### src/rtl/encoder_fec_pkg.sv
// Shared types and constants for the FEC encoder/decoder pair (16-bit SEC-DED
// extended Hamming codeword carrying an 8-bit message plus 3 zero-pad bits).
package encoder_fec_pkg;

  localparam int MSG_W  = 8;
  localparam int DATA_W = 11;
  localparam int CW_W   = 16;
  localparam int SYN_W  = 4;

  typedef logic [MSG_W-1:0]  message_data_t;
  typedef logic [CW_W-1:0]   encoded_message_data_t;
  typedef logic [DATA_W-1:0] data_bits_t;
  typedef logic [SYN_W-1:0]  syndrome_t;

  typedef enum logic [1:0] {
    NO_ERR,
    CORR,
    UNCORR
  } decode_status_t;

  // Data bits sit at the non-power-of-two positions: d0=cw[3], d3..d1=cw[7:5],
  // d10..d4=cw[15:9].
  function automatic data_bits_t extract_data(input encoded_message_data_t cw);
    return {cw[15:9], cw[7:5], cw[3]};
  endfunction

endpackage

### src/rtl/hamming_syndrome.sv
// Combinational syndrome and overall-parity generator for the 16-bit
// extended Hamming codeword.
module hamming_syndrome
  import encoder_fec_pkg::*;
(
  input  encoded_message_data_t cw,
  output syndrome_t             syndrome,
  output logic                  pa
);

  // Syndrome bit k covers every position whose index has bit k set, so a
  // single error at position i yields syndrome == i.
  always_comb begin
    // NOTE: every combinational output is assigned a default first so no
    // path through the block leaves it unassigned (which would infer a latch).
    syndrome = '0;
    for (int i = 1; i < CW_W; i++) begin
      for (int k = 0; k < SYN_W; k++) begin
        if (i[k]) begin
          syndrome[k] = syndrome[k] ^ cw[i];
        end
      end
    end
    pa = ^cw;
  end

endmodule

### src/rtl/hamming_decoder.sv
// Two-stage SEC-DED decoder: stage 1 registers codeword, syndrome and parity;
// stage 2 corrects and extracts the message. Optional saturating error
// counters are built when DECODER_ERR_CNT_EN is defined.
module hamming_decoder
  import encoder_fec_pkg::*;
#(
  parameter int CNT_W = 16
) (
  input  logic                  clk,
  input  logic                  rst_n,
  input  logic                  en,
  input  logic                  req,
  input  encoded_message_data_t data_in,
  output logic                  ack,
  output message_data_t         data_out,
  output logic                  err_corrected,
  output logic                  err_uncorrectable
`ifdef DECODER_ERR_CNT_EN
  ,
  input  logic                  cnt_clr,
  output logic [CNT_W-1:0]      corr_cnt,
  output logic [CNT_W-1:0]      uncorr_cnt
`endif
);

  if (CNT_W < 1) begin : g_bad_cnt_w
    $error("hamming_decoder: CNT_W must be at least 1");
  end

  // ---------------------------------------------------------------- stage 1
  syndrome_t             syn;
  logic                  pa;
  encoded_message_data_t cw1;
  syndrome_t             s1;
  logic                  pa1;
  logic                  valid1;

  hamming_syndrome u_syndrome (
    .cw       (data_in),
    .syndrome (syn),
    .pa       (pa)
  );

  // NOTE: sequential state uses non-blocking assignments so every register
  // samples the pre-edge value of its inputs regardless of statement order.
  // The stage registers are ordinary flops, so all of them are reset.
  always_ff @(posedge clk or negedge rst_n) begin
    if (!rst_n) begin
      cw1    <= '0;
      s1     <= '0;
      pa1    <= 1'b0;
      valid1 <= 1'b0;
    end else begin
      valid1 <= en & req;
      if (en && req) begin
        cw1 <= data_in;
        s1  <= syn;
        pa1 <= pa;
      end
    end
  end

  // ---------------------------------------------------------------- stage 2
  decode_status_t        status;
  encoded_message_data_t cw_fix;
  data_bits_t            data_fix;

  always_comb begin
    status = NO_ERR;
    cw_fix = cw1;
    if (s1 != '0) begin
      if (pa1) begin
        cw_fix[s1] = ~cw1[s1];
        status     = CORR;
      end else begin
        status = UNCORR;
      end
    end else if (pa1) begin
      // Only the overall parity bit flipped; data bits are intact.
      status = CORR;
    end
    data_fix = extract_data(cw_fix);
    if (data_fix[DATA_W-1:MSG_W] != '0) begin
      status = UNCORR;
    end
  end

  always_ff @(posedge clk or negedge rst_n) begin
    if (!rst_n) begin
      ack               <= 1'b0;
      data_out          <= '0;
      err_corrected     <= 1'b0;
      err_uncorrectable <= 1'b0;
    end else begin
      ack               <= valid1;
      data_out          <= valid1 ? data_fix[MSG_W-1:0] : '0;
      err_corrected     <= valid1 && (status == CORR);
      err_uncorrectable <= valid1 && (status == UNCORR);
    end
  end

`ifdef DECODER_ERR_CNT_EN
  // Counters follow the registered status, so they step on the edge that
  // ends an ack cycle; a clear in that same cycle takes precedence.
  always_ff @(posedge clk or negedge rst_n) begin
    if (!rst_n) begin
      corr_cnt   <= '0;
      uncorr_cnt <= '0;
    end else if (cnt_clr) begin
      corr_cnt   <= '0;
      uncorr_cnt <= '0;
    end else begin
      if (ack && err_corrected && (corr_cnt != '1)) begin
        corr_cnt <= corr_cnt + 1'b1;
      end
      if (ack && err_uncorrectable && (uncorr_cnt != '1)) begin
        uncorr_cnt <= uncorr_cnt + 1'b1;
      end
    end
  end
`endif

endmodule

### config.mk
export PLATFORM = sky130hd
export DESIGN_NAME = hamming_decoder
export DESIGN_NICKNAME = d
export VERILOG_FILES = /design/src/rtl/encoder_fec_pkg.sv /design/src/rtl/hamming_syndrome.sv /design/src/rtl/hamming_decoder.sv
export SDC_FILE = /design/constraint.sdc
export NUM_CORES = 1
export LEC_CHECK = 0
export CORE_UTILIZATION = 28
export CTS_CLUSTER_DIAMETER = 50
export DETAILED_ROUTE_END_ITERATION = 7
export SYNTH_ARGS = -nofsm -noshare
export SYNTH_HDL_FRONTEND = slang
export SYNTH_SLANG_ARGS = --single-unit
### constraint.sdc
create_clock -name clk -period 3.36 [get_ports clk]
set_clock_uncertainty 0.05 [all_clocks]
set_input_delay 1.008 -clock clk [delete_from_list [all_inputs] [get_ports clk]]
set_output_delay 1.008 -clock clk [all_outputs]
set_load 0.1 [all_outputs]
==> Word level (Yosys, flattened, before mapping) <==
Index checks and enable logic that the tools add are counted.
{ "totals": {"elab_cells": 61, "input_bits": 20, "latchBits": 0, "reg_bits": 33, "rom_bits": 0, "n_memories": 0, "output_inout_bits": 11, "ram_bits": 0} }
{ "classes": {"eq_ne": 2, "n_div": 0, "order_cmp": 2, "n_bitwise": 30, "shifts": 0, "multipliers": 0, "addsub": 0, "reduce_logical": 7, "n_mux": 12} }
{ "op_table": {"columns": ["operator", "n"], "rows": [
  ["$mux 16", 2],
  ["$xor 1x1->1", 28],
  ["$bwmux 16", 1],
  ["$reduce_xor 16->1", 1],
  ["$mux 8", 1],
  ["$mux 2", 3],
  ["$lt 4x5->1 const B", 1],
  ["$bmux 1 s4", 1],
  ["$demux 1 s4", 1],
  ["$ge 4x1->1 const B", 1],
  ["$logic_and 1x1->1", 4],
  ["$reduce_bool 4->1", 1],
  ["$mux 1", 3],
  ["$reduce_bool 3->1", 1],
  ["$eq 2x1->1 const B", 1],
  ["$eq 2x2->1 const B", 1],
  ["$and 1x1->1", 1],
  ["$not 1->1", 1]
]} }

==> Longest topological paths before layout <==
Gate-level depths: netlist of run 1.
{ "depth": {"ltp_word": 11, "ltp_mapped": 6} }

==> By module <==
Synthesis of run 1 repeated with hierarchy kept, for this count alone.
{ "unflattened": {"hier_cells": 129, "area_unflattened_um2": 1606.5} }
{ "by_module_without_submodules": {"columns": ["mod", "cells_each", "seq_area_each_um2", "area_each_um2", "instances"], "rows": [
  ["hamming_decoder", 103, 750.7, 1356.3, 1],
  ["hamming_syndrome", 26, 0.0, 250.2, 1]
]} }

==> Least setup slack after synthesis of run 1 <==
OpenSTA, ideal clock, no wires.
{ "synth_path": {"path_kind": "in2reg", "from": "input data_in[12]", "to": "register pa1", "cell_stages": 5, "path_slack_ps": 1271, "arrival_ps": 1914, "required_ps": 3185, "path_cell_list": "xnor2_1 > xnor2_1 > xnor2_1 > xor2_1 > mux2_4"} }
{ "synth_between": {"elab_chain_len": 1} }
{ "synth_lines": {"columns": ["item", "line_no", "source"], "rows": [
  ["from (decl)", "hamming_decoder.sv:13", "input encoded_message_data_t data_in,"],
  ["$reduce_xor 16->1", "hamming_syndrome.sv:24", "pa = ^cw;"],
  ["to (signal assigned)", "hamming_decoder.sv:58", "pa1 <= pa;"],
  ["to (decl)", "hamming_decoder.sv:35", "logic pa1;"]
]} }
Every way passes these cells.
A chain may end at the register's enable or synchronous reset.

==> Worst setup path in the final report of run 1 <==
{ "layout_path": {"from": "input data_in[13]", "to": "register pa1"} }
The elaborated chain is that of the path after synthesis.

==> results.md, run 1 <==
* Synth area leader: dfrtp_1
* DRT antenna net count at 0
* Max VDD drop at 0.000211 V
* WP data arrival at 2.51 ns
* Vias in the first global route at 1077
* Final setup TNS at 0 ns
* Startpoint Class: input pin
* MaxCap Viol Count at 0
* LEAKAGE at 0.841 nW
* Crit path top cell by count: xnor2_1
* Non-Filler Instances at 238
* Die Footprint at 5800 um2
* Measured slew at the worst slew-check pin at 0.750 ns
* Avg WL per Cell at 12.9 um
* Critical Path Max Stage Delay at 0.49 ns
* CP bufs+invs at 1
* Top cell type's share of synthesized area at 0.487
* Avg Cell Area, Syn at 11.5 um2
* WS Path Type: in -> reg
* Die H at 76.2 um
* Drt drc at 0
* DRC marker count from the first detailed-route iteration at 23
* Starting density of the core at 0.296
* Unrepaired setup endpoints after global routing: no
* Fin util at 0.384
* Part of the Yosys area used for sequential elements at 0.487
* CP max-delay cell: clkdlybuf4s50_1
* Crit path cell chain: clkdlybuf4s50_1 -> xnor2_1 -> xnor2_1 -> xnor2_1 -> xor2_1 -> mux2_4
* Placed cells at 230
* Synthesized Nets at 154
* Run status: finished, final reports clean
* Post-CTS Setup Repair Bufs at 0
* Share of post-route cells with drive strength above 1 at 0.220
* Final Routed Wirelength at 3080 um
* CTS tree: built
* TritonCTS buffer count at 5
* Boundary pin count at 31
* CTS Sinks at 30
* Final WS setup at 0.960 ns
* Hold WS at 0.462 ns
* H-tree depth at 2
* Final setup fails at 0
* Crit Path Max Fanout at 3
* Drt first pass iters at 4
* Worst slack at placement at 0.671 ns
* Fmax at 417 MHz
* Final count of hold timing violations at 0
* Clk Latency, worst-skew pair at 0.28 ns
* Slew Viols, Final at 0
* Design Area, Final at 2000 um2
* Drt via density at 4.50
* CTS-repair resized insts at 0
* Nets at 187
* Clock tree buffer depth at 2
* Distinct cells, synth at 28
* GRT overflow at 0
* Min Clock Period, post-route at 2.40 ns
* Worst setup EP type: flip-flop
* Dpl hpwl at 2400 um
* First-pass GRT wire length at 5240 um
* Design Power at 1.19 mW
* Worst hold path class: reg -> reg
* Hold_buf cts at 0
* Synth top area cells: dfrtp_1 49%, xnor2_1 15%, mux2_2 11%
* Antenna Cells at 0
* Total GRT Usage at 0.120
* Synth warn at 0
* Placed Area at 1890 um2
* Port Buffers at 30
* Worst-path clk slew at 0.06 ns
* Syn Inst Count at 134
* Pin count of the biggest net entering global routing at 31
* Core area at 5200 um2
* Root Buffer: clkbuf_8
* Crit path max-delay family: XOR/XNOR gates
* FF+latch count, synth at 30
* Critical Path RT at 3.47 ns
* Die Wd at 76.2 um
* Syn Std Cell Area at 1540 um2
* Via Count at 1070
* Period utilisation layout at 0.714
* Antenna violations before repair at 0
* Site row count at 26
* PwrDens at 596 nW/um2
* Relative slew margins at 0.499
* Syn-to-layout area delta at 29.7%
* Routability cong. at 0.811
## per-layer routing
metal  vias to the layer above  global-route usage  share of wire
met5                         -                   0              0
met4                         0              0.0577          0.022
met3                         6              0.0443          0.054
met2                        34               0.189           0.46
met1                       504               0.144           0.46
li1                        526                   -              -
## kinds of logic (layout without fill, tap and decap cells)
logic type | after synthesis | after routing | share of synthesized area
flip-flops | 30 | 30 | 0.487
XOR/XNOR | 29 | 29 | 0.165
AND/OR/NAND/NOR | 33 | 33 | 0.102
AO/OA/AOI/OAI | 16 | 16 | 0.0755
multiplexers | 20 | 20 | 0.154
buffers and inverters | 6 | 40 | 0.0162
## final timing paths
check | from | end | slack [ns] | cells past startpoint
hold / removal | cw1[4]$_DFFE_PN0P_ | cw1[4]$_DFFE_PN0P_ | 0.46 | 1
min in group asynchronous | rst_n | cw1[6]$_DFFE_PN0P_ | 1.06 | 2
setup / recovery | data_in[13] | pa1$_DFFE_PN0P_ | 0.96 | 6
hold reg to reg | cw1[4]$_DFFE_PN0P_ | cw1[4]$_DFFE_PN0P_ | 0.46 | 1
max in group asynchronous | rst_n | data_out[5]$_DFF_PN0_ | 1.92 | 2
setup reg to reg | s1[1]$_DFFE_PN0P_ | err_uncorrectable$_DFF_PN0_ | 1.62 | 4
## worst reg2reg max path, cell delays in order, from the launching register on
cell	delay, ns
dfrtp_1	0.62
mux2_2	0.39
nor4_1	0.22
o32ai_1	0.17
o21a_1	0.20
## state kept, by name, summed over array words and instances (netlist names)
signal / flops
ack: 1
cw1: 13
data_out: 8
err_corrected: 1
err_uncorrectable: 1
pa1: 1
s1: 4
valid1: 1
## cells in the final DEF, fill, tap and decap left out, drive strengths merged
cell type,Yosys,layout
nor2b,1,1
mux2,16,16
o311a,2,2
clkdlybuf4s50,0,19
nor2,5,5
xnor2,26,26
nor4,2,2
nand3,2,2
o21bai,2,2
xor2,3,3
a21oi,2,2
o32ai,1,1
buf,3,12
nand3b,1,1
nor3,5,5
and2,2,2
dfrtp,30,30
mux2i,3,3
nor3b,1,1
nand2,12,12
o21a,1,1
mux4,1,1
o211a,3,3
o21ai,5,5
nand2b,2,2
clkbuf,2,8
inv,1,1
## cell usage after synthesis
| cell type | count |
|---|---|
| inv_1 | 1 |
| dfrtp_1 | 30 |
| o32ai_1 | 1 |
| nor4_1 | 2 |
| nor2b_1 | 1 |
| mux4_2 | 1 |
| a21oi_1 | 2 |
| clkbuf_1 | 2 |
| mux2_4 | 1 |
| nor3b_1 | 1 |
| nand2b_1 | 2 |
| mux2i_1 | 3 |
| nand3_1 | 2 |
| xnor2_1 | 26 |
| xor2_1 | 3 |
| buf_1 | 1 |
| o311a_1 | 2 |
| buf_2 | 2 |
| o21a_1 | 1 |
| nand3b_1 | 1 |
| o21ai_0 | 5 |
| nand2_1 | 12 |
| o21bai_1 | 2 |
| o211a_1 | 3 |
| and2_1 | 2 |
| nor2_1 | 5 |
| nor3_1 | 5 |
| mux2_2 | 15 |
## area by class of cell
class | count | area, um2
Tap cell | 70 | 87.6
Timing Repair Buffer | 31 | 280
Inverter | 1 | 3.75
Sequential cell | 30 | 751
Fill cell | 530 | 3210
Clock buffer | 8 | 110
Multi-Input combinational cell | 98 | 764
## report_power, final
| group | leakage, nW | internal, mW | switching [mW] | total [mW] |
|---|---|---|---|---|
| clock network | 0.0575 | 0.206 | 0.129 | 0.335 |
| registers | 0.374 | 0.416 | 0.0813 | 0.497 |
| logic | 0.409 | 0.162 | 0.195 | 0.357 |
Power figures use the tool's default switching activity.
==> run 2, diff against run 1 <==
clock period = 2.28 ns   (was 3.36 ns; I/O delays follow)
==> run 2 against run 1 <==
  * Worst setup slack got worse by 0.70 ns
  * Critical endpoint unchanged
  * Largest cell class unchanged
  * Final cell count rose by 5.0%
  * Largest power group unchanged
  * Critical path type unchanged
  * Global-route usage fell by 0.15 points
  * Critical path depth did not move
  * Via count rose by 2.0%
==> results.md, run 2 (synthesis results as in run 1) <==
* CTS-repair resized insts at 0
* Hold_buf cts at 0
* First-pass GRT wire length at 5390 um
* Worst setup EP type: flip-flop
* Antenna Cells at 0
* Slew Viols, Final at 0
* Clock power frac at 0.249
* WS Path Type: in -> reg
* Die H at 76.2 um
* TritonCTS buffer count at 5
* Sw Ratio at 0.346
* Drt via density at 4.36
* Dpl hpwl at 2400 um
* Fmax at 494 MHz
* FF-to-FF path depth at 4
* Pin count of the biggest net entering global routing at 31
* Max reg flops at 13
* Die Footprint at 5800 um2
* MaxCap Viol Count at 0
* Root Buffer: clkbuf_8
* Startpoint Class: input pin
* WP data arrival at 2.13 ns
* Core area at 5200 um2
* Register with the most flip-flops: cw1
* Clock tree buffer depth at 2
* Routability cong. at 0.799
* Drt first pass iters at 4
* Final setup TNS at 0 ns
* Run status: finished, final reports clean
* Vias in the first global route at 1168
* Max VDD drop at 0.000266 V
* PwrDens at 822 nW/um2
* Port Buffers at 30
* Fin util at 0.397
* Measured slew at the worst slew-check pin at 0.441 ns
* Final setup fails at 0
* Antenna violations before repair at 0
* DRC marker count from the first detailed-route iteration at 53
* Setup slack, reg-to-reg at 0.59 ns
* CTS tree: built
* Drt drc at 0
* Critical Path RT at 2.39 ns
* Total GRT Usage at 0.118
* Placed cells at 242
* Final WS setup at 0.257 ns
* Most frequent cells in the layout: 30 x dfrtp_1, 26 x xnor2_1, 24 x buf_4
* Site row count at 26
* Period utilisation layout at 0.887
* Via Count at 1091
* Die Wd at 76.2 um
* Avg WL per Cell at 11.9 um
* RR Startpoint: s1[1]$_DFFE_PN0P_
* Nets at 199
* Worst slack at placement at -0.0477 ns
* Post-CTS Setup Repair Bufs at 0
* Comb power frac at 0.319
* Syn-to-layout area delta at 34.3%
* Unrepaired setup endpoints after global routing: no
* Worst Hold Launch: cw1[4]$_DFFE_PN0P_
* Hold path depth at 1
* Starting density of the core at 0.296
* Relative slew margins at 0.706
* Power share of the sequential group at 0.432
* Crit Path Max Fanout at 2
* LEAKAGE at 0.889 nW
* Final Routed Wirelength at 2980 um
* CP Launch Point: data_in[15]
* Largest regs: cw1 (13), data_out (8), s1 (4)
* CTS Sinks at 30
* Hold WS at 0.478 ns
* Worst hold path class: reg -> reg
* Switch Pwr at 0.589 mW
* Final count of hold timing violations at 0
* Non-Filler Instances at 250
* Int Pwr at 1.11 mW
* Clk Latency, worst-skew pair at 0.27 ns
* H-tree depth at 2
* Commonest non-fill, non-tap cell in the layout: dfrtp_1
* Worst-path clk slew at 0.06 ns
* DRT antenna net count at 0
* Min Clock Period, post-route at 2.02 ns
* Share of post-route cells with drive strength above 1 at 0.267
* GRT overflow at 0
* Boundary pin count at 31
run 2: worst paths after layout:
| path | endpoint |
|---|---|
| max in group asynchronous | data_out[6]$_DFF_PN0_ |
| worst max register to register | err_uncorrectable$_DFF_PN0_ |
| worst min-delay path | cw1[4]$_DFFE_PN0P_ |
| worst max-delay path | pa1$_DFFE_PN0P_ |
| worst min register to register | cw1[4]$_DFFE_PN0P_ |
| min in group asynchronous | cw1[5]$_DFFE_PN0P_ |
run 2: power by group through the flow:
stage	Clock (mW)	Combinational [mW]	Sequential (mW)
finish	0.424	0.542	0.734
global route	0.474	0.592	0.749
CTS	0.442	0.548	0.731
detailed placement	0	0.546	0.742
global placement	0	0.534	0.733
floorplan	0	0.333	0.786
run 2: worst max-delay path, stage by stage:
cell and delay, ns:
clkdlybuf4s50_1 0.46, xnor2_1 0.16, xnor2_1 0.25, xnor2_1 0.14
xor2_1 0.18, mux2_4 0.26
run 2: area by class of cell:
cell class	instances	area (um2)
clock buffers	7	86.3
well taps	70	87.6
fillers	514	3140
clock inverters	1	5.00
multi-input cells	98	764
inverters	1	3.75
repair buffers	43	370
flip-flops and latches	30	751
run 2: routing by layer:
layer | share of wire | vias to the layer above | track usage
met1 | 0.47 | 502 | 0.143
met3 | 0.045 | 2 | 0.0335
met5 | 0 | - | 0
met4 | 0.0077 | 0 | 0.0404
li1 | - | 548 | -
met2 | 0.47 | 39 | 0.201
run 2: metrics by stage:
step | total power [mW] | instance area, um2
final | 1.70 | 2070
after CTS | 1.72 | 2070
after global placement | 1.27 | 1980
after detailed placement | 1.29 | 1980
after floorplan | 1.12 | 1540
after global routing | 1.82 | 2070
